**config.mk**
```make
export PLATFORM = sky130hd
export DESIGN_NAME = mem_port2_arbiter
export DESIGN_NICKNAME = d
export VERILOG_FILES = /design/src/rtl/mem_port2_arbiter_pkg.sv /design/src/rtl/mem_port2_arbiter.sv
export SDC_FILE = /design/constraint.sdc
export NUM_CORES = 1
export LEC_CHECK = 0
export CAP_MARGIN = 20
export CELL_PAD_IN_SITES_DETAIL_PLACEMENT = 0
export CELL_PAD_IN_SITES_GLOBAL_PLACEMENT = 1
export CORE_AREA = 2 2 147 106
export CTS_CLUSTER_SIZE = 10
export DETAILED_ROUTE_END_ITERATION = 8
export DIE_AREA = 0 0 149 108
export PLACE_DENSITY = 0.79
export SYNTH_ARGS = -nofsm -noshare
export SYNTH_HDL_FRONTEND = slang
export SYNTH_SLANG_ARGS = --single-unit
```
**constraint.sdc**
```tcl
create_clock -name i_mem_clk -period 2.5 [get_ports i_mem_clk]
set_input_delay 0.625 -clock i_mem_clk [delete_from_list [all_inputs] [get_ports i_mem_clk]]
set_output_delay 0.625 -clock i_mem_clk [all_outputs]
set_load 0.01 [all_outputs]
```
**src/rtl/mem_port2_arbiter_pkg.sv**
```systemverilog
// Shared types and constants for the RAM data-port (port 2) arbiter.
package mem_arb_pkg;

    typedef enum logic [1:0] {NORMAL, DRAIN, LOCKED} arb_state_t;
    typedef enum logic {OWN_CPU, OWN_PROG} owner_t;

    typedef logic [1:0] mem_size_t;
    localparam mem_size_t SZ_BYTE = 2'd0;
    localparam mem_size_t SZ_HALF = 2'd1;
    localparam mem_size_t SZ_WORD = 2'd2;

    localparam logic [31:0] IO_BASE = 32'h1100_0000;

endpackage

```
**src/rtl/mem_port2_arbiter.sv**
```systemverilog
// Shares RAM port 2 between the CPU load/store stage and the program loader,
// with bounded loader starvation and a drained exclusive lock for bulk loads.
module mem_port2_arbiter
    import mem_arb_pkg::*;
#(
    parameter int MAX_WAIT = 4
) (
    input  logic        i_mem_clk,
    input  logic        i_rst_n,

    input  logic        i_cpu_req,
    input  logic        i_cpu_we,
    input  logic [31:0] i_cpu_addr,
    input  logic [31:0] i_cpu_wdata,
    input  logic [1:0]  i_cpu_size,
    input  logic        i_cpu_sign,
    output logic        o_cpu_gnt,
    output logic        o_cpu_rvalid,
    output logic [31:0] o_cpu_rdata,

    input  logic        i_prog_req,
    input  logic        i_prog_we,
    input  logic [31:0] i_prog_addr,
    input  logic [31:0] i_prog_wdata,
    input  logic [1:0]  i_prog_size,
    input  logic        i_prog_sign,
    output logic        o_prog_gnt,
    output logic        o_prog_rvalid,
    output logic [31:0] o_prog_rdata,

    input  logic        i_prog_lock,
    output logic        o_locked,

    output logic [31:0] o_mem_addr2,
    output logic [31:0] o_mem_din2,
    output logic [1:0]  o_mem_size,
    output logic        o_mem_sign,
    output logic        o_mem_write2,
    output logic        o_mem_read2,
    input  logic [31:0] i_mem_dout2
);

    localparam int WCW = $clog2(MAX_WAIT + 1);

    arb_state_t     r_state;
    logic [WCW-1:0] r_wait_cnt;
    logic           r_locked;
    logic           r_rsp_valid;
    owner_t         r_rsp_owner;

    logic w_cpu_gnt;
    logic w_prog_gnt;

    // Grants are gated by reset so every grant reads 0 while reset is held.
    always_comb begin
        w_cpu_gnt  = 1'b0;
        w_prog_gnt = 1'b0;
        if (i_rst_n) begin
            case (r_state)
                NORMAL: begin
                    if (!i_prog_lock) begin
                        if (i_cpu_req && i_prog_req) begin
                            if (r_wait_cnt == WCW'(MAX_WAIT)) w_prog_gnt = 1'b1;
                            else                              w_cpu_gnt  = 1'b1;
                        end else begin
                            w_cpu_gnt  = i_cpu_req;
                            w_prog_gnt = i_prog_req;
                        end
                    end
                end
                LOCKED:  w_prog_gnt = i_prog_lock & i_prog_req;
                default: ;
            endcase
        end
    end

    always_comb begin
        o_mem_addr2  = '0;
        o_mem_din2   = '0;
        o_mem_size   = '0;
        o_mem_sign   = 1'b0;
        o_mem_write2 = 1'b0;
        o_mem_read2  = 1'b0;
        if (w_cpu_gnt) begin
            o_mem_addr2  = i_cpu_addr;
            o_mem_din2   = i_cpu_wdata;
            o_mem_size   = i_cpu_size;
            o_mem_sign   = i_cpu_sign;
            o_mem_write2 = i_cpu_we;
            o_mem_read2  = ~i_cpu_we;
        end else if (w_prog_gnt) begin
            o_mem_addr2  = i_prog_addr;
            o_mem_din2   = i_prog_wdata;
            o_mem_size   = i_prog_size;
            o_mem_sign   = i_prog_sign;
            o_mem_write2 = i_prog_we;
            o_mem_read2  = ~i_prog_we;
        end
    end

    always_ff @(posedge i_mem_clk or negedge i_rst_n) begin
        if (!i_rst_n) begin
            r_state     <= NORMAL;
            r_locked    <= 1'b0;
            r_wait_cnt  <= '0;
            r_rsp_valid <= 1'b0;
            r_rsp_owner <= OWN_CPU;
        end else begin
            r_rsp_valid <= o_mem_read2;
            if (o_mem_read2) r_rsp_owner <= w_prog_gnt ? OWN_PROG : OWN_CPU;

            case (r_state)
                NORMAL: begin
                    if (i_prog_lock) r_state <= DRAIN;
                    if (w_prog_gnt)
                        r_wait_cnt <= '0;
                    else if (i_prog_req && r_wait_cnt != WCW'(MAX_WAIT))
                        r_wait_cnt <= r_wait_cnt + WCW'(1);
                end
                // One idle cycle lets a read issued just before the lock return.
                DRAIN: begin
                    r_state    <= LOCKED;
                    r_locked   <= 1'b1;
                    r_wait_cnt <= '0;
                end
                LOCKED: begin
                    r_wait_cnt <= '0;
                    if (!i_prog_lock) begin
                        r_state  <= NORMAL;
                        r_locked <= 1'b0;
                    end
                end
                default: begin
                    r_state    <= NORMAL;
                    r_locked   <= 1'b0;
                    r_wait_cnt <= '0;
                end
            endcase
        end
    end

    assign o_cpu_gnt     = w_cpu_gnt;
    assign o_prog_gnt    = w_prog_gnt;
    assign o_locked      = r_locked;
    assign o_cpu_rvalid  = r_rsp_valid && (r_rsp_owner == OWN_CPU);
    assign o_prog_rvalid = r_rsp_valid && (r_rsp_owner == OWN_PROG);
    assign o_cpu_rdata   = o_cpu_rvalid  ? i_mem_dout2 : '0;
    assign o_prog_rdata  = o_prog_rvalid ? i_mem_dout2 : '0;

endmodule

```
==> impl_metrics.yaml <==
run_status:
  status: "complete, but fails checks"
  failed_checks: "negative setup slack"
sta:
  post-route-min-period_ns: 2.67
  skew_ns: 0.00628
  min_period_over_period: 1.07
  setup_slack_ns: -0.170
  relSlewSlack: 0.664
  finalSetupViolations: 69
  fmax_mhz: 375
  hold_violations: 0
  grt_setup_unrepaired: "true"
  tightestPinTransition_ns: 0.500
  report.final.slew_viol_count: 0
global_route:
  antenna_found_initial: 1
  grt_max_degree: 35
  grt_pass1_wl_mm: 17.1
  grt_overflow_total: 0
  track_usage: 0.134
  grt_pass1_vias: 2976
drt:
  route.detailed.drc: 0
  drt-vias-per-instance: 4.09
  first_iter_violations: 190
  vias: 3011
  finalWirelength_mm: 12.2
  antenna_left: 0
  first_pass_iters: 4
  wl_per_cell_um: 16.6
setup_path:
  start_kind: "register"
  cp_slowest_cell: "a2111o_1"
  crit_family: "compound AO/OA/AOI/OAI gates"
  path_depth: 9
  cp_max_fo: 8
  end_kind: "output port"
  reg2reg_from: "r_wait_cnt[1]"
  crit_required_ns: 1.88
  r2r_end: "r_rsp_owner"
  r2r_slack_ns: 0.01
  worstPathCellList: "inv_2 > ha_4 > nand2_2 > a2111o_1 > inv_4 > buf_8 > buf_16 > a22o_1 > buf_2"
  r2r_cells: 16
  critPathBufInv: 5
  cp_data_arrival_time_ns: 2.04
  max_stage_delay_ns: 0.46
  path_class: "register to output port"
floorplan:
  die_area_um2: 16100
  num_rows: 37
  start_util: 0.109
  die_w_um: 149
  ios: 311
  core-area_um2: 14500
  die_y_um: 108
power:
  irDropWorstVdd_uv: 311
  power_leakage_nw: 2.38
  power_w: 0.00197
  power_density_nw_per_um2: 381
cells_and_area:
  mostFrequentLayoutCell: "clkdlybuf4s50_1"
  design.final.nets: 718
  syn_to_final_growth_pct: 226
  diodes: 0
  drive_gt1_frac: 0.261
  instances_no_fill: 736
  nFillCells: 1491
  final_cell_mix: "235 x clkdlybuf4s50_1, 67 x a22o_1, 61 x buf_2"
cts:
  cts.sinks: 8
  tritoncts: "yes"
  cts_max_level: 1
  worst_skew_pair.late_latency_ns: 0.24
  clock_path_buffers: 2
  cts_buffers: 3
  clk_pin_slew_ns: 0.04
  cts-root-buf: "clkbuf_16"
logic_synthesis:
  synth_top_area_cell: "a22o_1"
  synthDominantCellAreaShare: 0.376
  synth_seq_cells: 8
  ys_types: 26
  ys_seq_area_frac: 0.126
  netlist_area_um2: 1580
  synth_area_leaders: "a22o_1 38%, and2_1 13%, and3_1 13%"
  synth_nets: 376
  syn_area_per_cell_um2: 7.87
  yosys_warnings: 0
  synthCells: 201
placed_design:
  place.port_buffers: 310
  dp.cells: 709
  hpwl_mm: 9.57
  gp_congestion: 0.757
job:
  drv_cap: 0
worst_hold_path:
  hp-class: "input port to asynchronous set/reset pin"
==> routing by layer <==
| layer | vias to the layer above | wire, um | global-route usage |
|---|---|---|---|
| li1 | 1454 | - | - |
| met1 | 1432 | 4920 | 0.174 |
| met2 | 115 | 6250 | 0.236 |
| met3 | 8 | 985 | 0.0245 |
| met4 | 2 | 71 | 0.0190 |
| met5 | - | 13 | 0 |
==> per-stage QoR <==
step	cell area [um2]	hold WS, ns	utilization	setup TNS, ns	setup WS, ns
5_1_grt	5160	0.319	0.355	-11.41	-0.216
3_5_place_dp	5030	0.533	0.346	-58.14	-0.905
4_1_cts	5170	0.300	0.355	-3.59	-0.142
2_1_floorplan	1580	0.329	-	0	0.226
6_report	5160	0.301	0.355	-6.32	-0.170
3_3_place_gp	5030	0.524	0.346	-57.62	-0.920
==> cells in the mapped netlist <==
library cell  number
nor2b_1            3
buf_8              1
nand4_1            2
nor2_1             5
a22o_1            68
clkbuf_1          15
inv_4              1
xnor2_1            1
nand2_1            3
and3_1            33
buf_6              6
xor2_1             1
nand3_1            1
o31ai_1            2
and2_1            33
inv_1              5
ha_1               2
mux2i_1            2
a2111o_1           1
a32o_2             1
buf_2              1
o21ba_2            1
dfrtp_1            8
inv_2              1
a21boi_0           2
a21oi_1            2
==> cells by family after synthesis <==
logic type,Yosys count,share of synthesized area
adder cells (fa/ha/maj),2,0.0158
AND/OR/NAND/NOR,80,0.303
flip-flops,8,0.126
AO/OA/AOI/OAI,77,0.422
multiplexers,2,0.0126
XOR/XNOR,2,0.0111
buffers and inverters,30,0.109
==> repair_timing <==
item                       4_1_cts  5_1_grt
hold buffers                     0        0
cloned                           4        1
gates resized for setup        319       18
pin swaps                        6       13
setup endpoints to repair       71       71
setup buffers                   22        2
==> power breakdown <==
group	switching [W]	internal (W)	leakage, nW
Sequential	0.0000325	0.000178	0.103
Combinational	0.000620	0.000862	2.24
Clock	0.0000683	0.000207	0.0370
Total	0.000721	0.00125	2.38
==> area by class of cell <==
class,count,area [um2],area share
Inverter,7,28.8,0.00558
Timing Repair Buffer,360,3360,0.650
Multi-Input combinational cell,163,1260,0.243
Clock buffer,3,75.1,0.0145
Sequential cell,8,200,0.0388
Tap cell,195,244,0.0473
==> flip-flops by register name (all words and copies together) (netlist names) <==
| register | count |
|---|---|
| r_wait_cnt | 3 |
| r_rsp_owner | 1 |
| r_state | 2 |
| r_rsp_valid | 1 |
| o_locked | 1 |
==> worst max-delay path by stage <==
stage	start	endpoint	slack [ns]
2_1_floorplan	i_cpu_req	o_mem_addr2[10]	0.23
3_3_place_gp	i_prog_lock	o_mem_addr2[27]	-0.92
6_report	r_wait_cnt[1]	o_mem_addr2[31]	-0.17
5_1_grt	r_wait_cnt[1]	o_mem_addr2[31]	-0.22
4_1_cts	r_wait_cnt[0]	o_mem_addr2[4]	-0.14
3_5_place_dp	i_prog_lock	o_mem_addr2[27]	-0.91
Note: power is estimated with default switching activity, not from simulation.
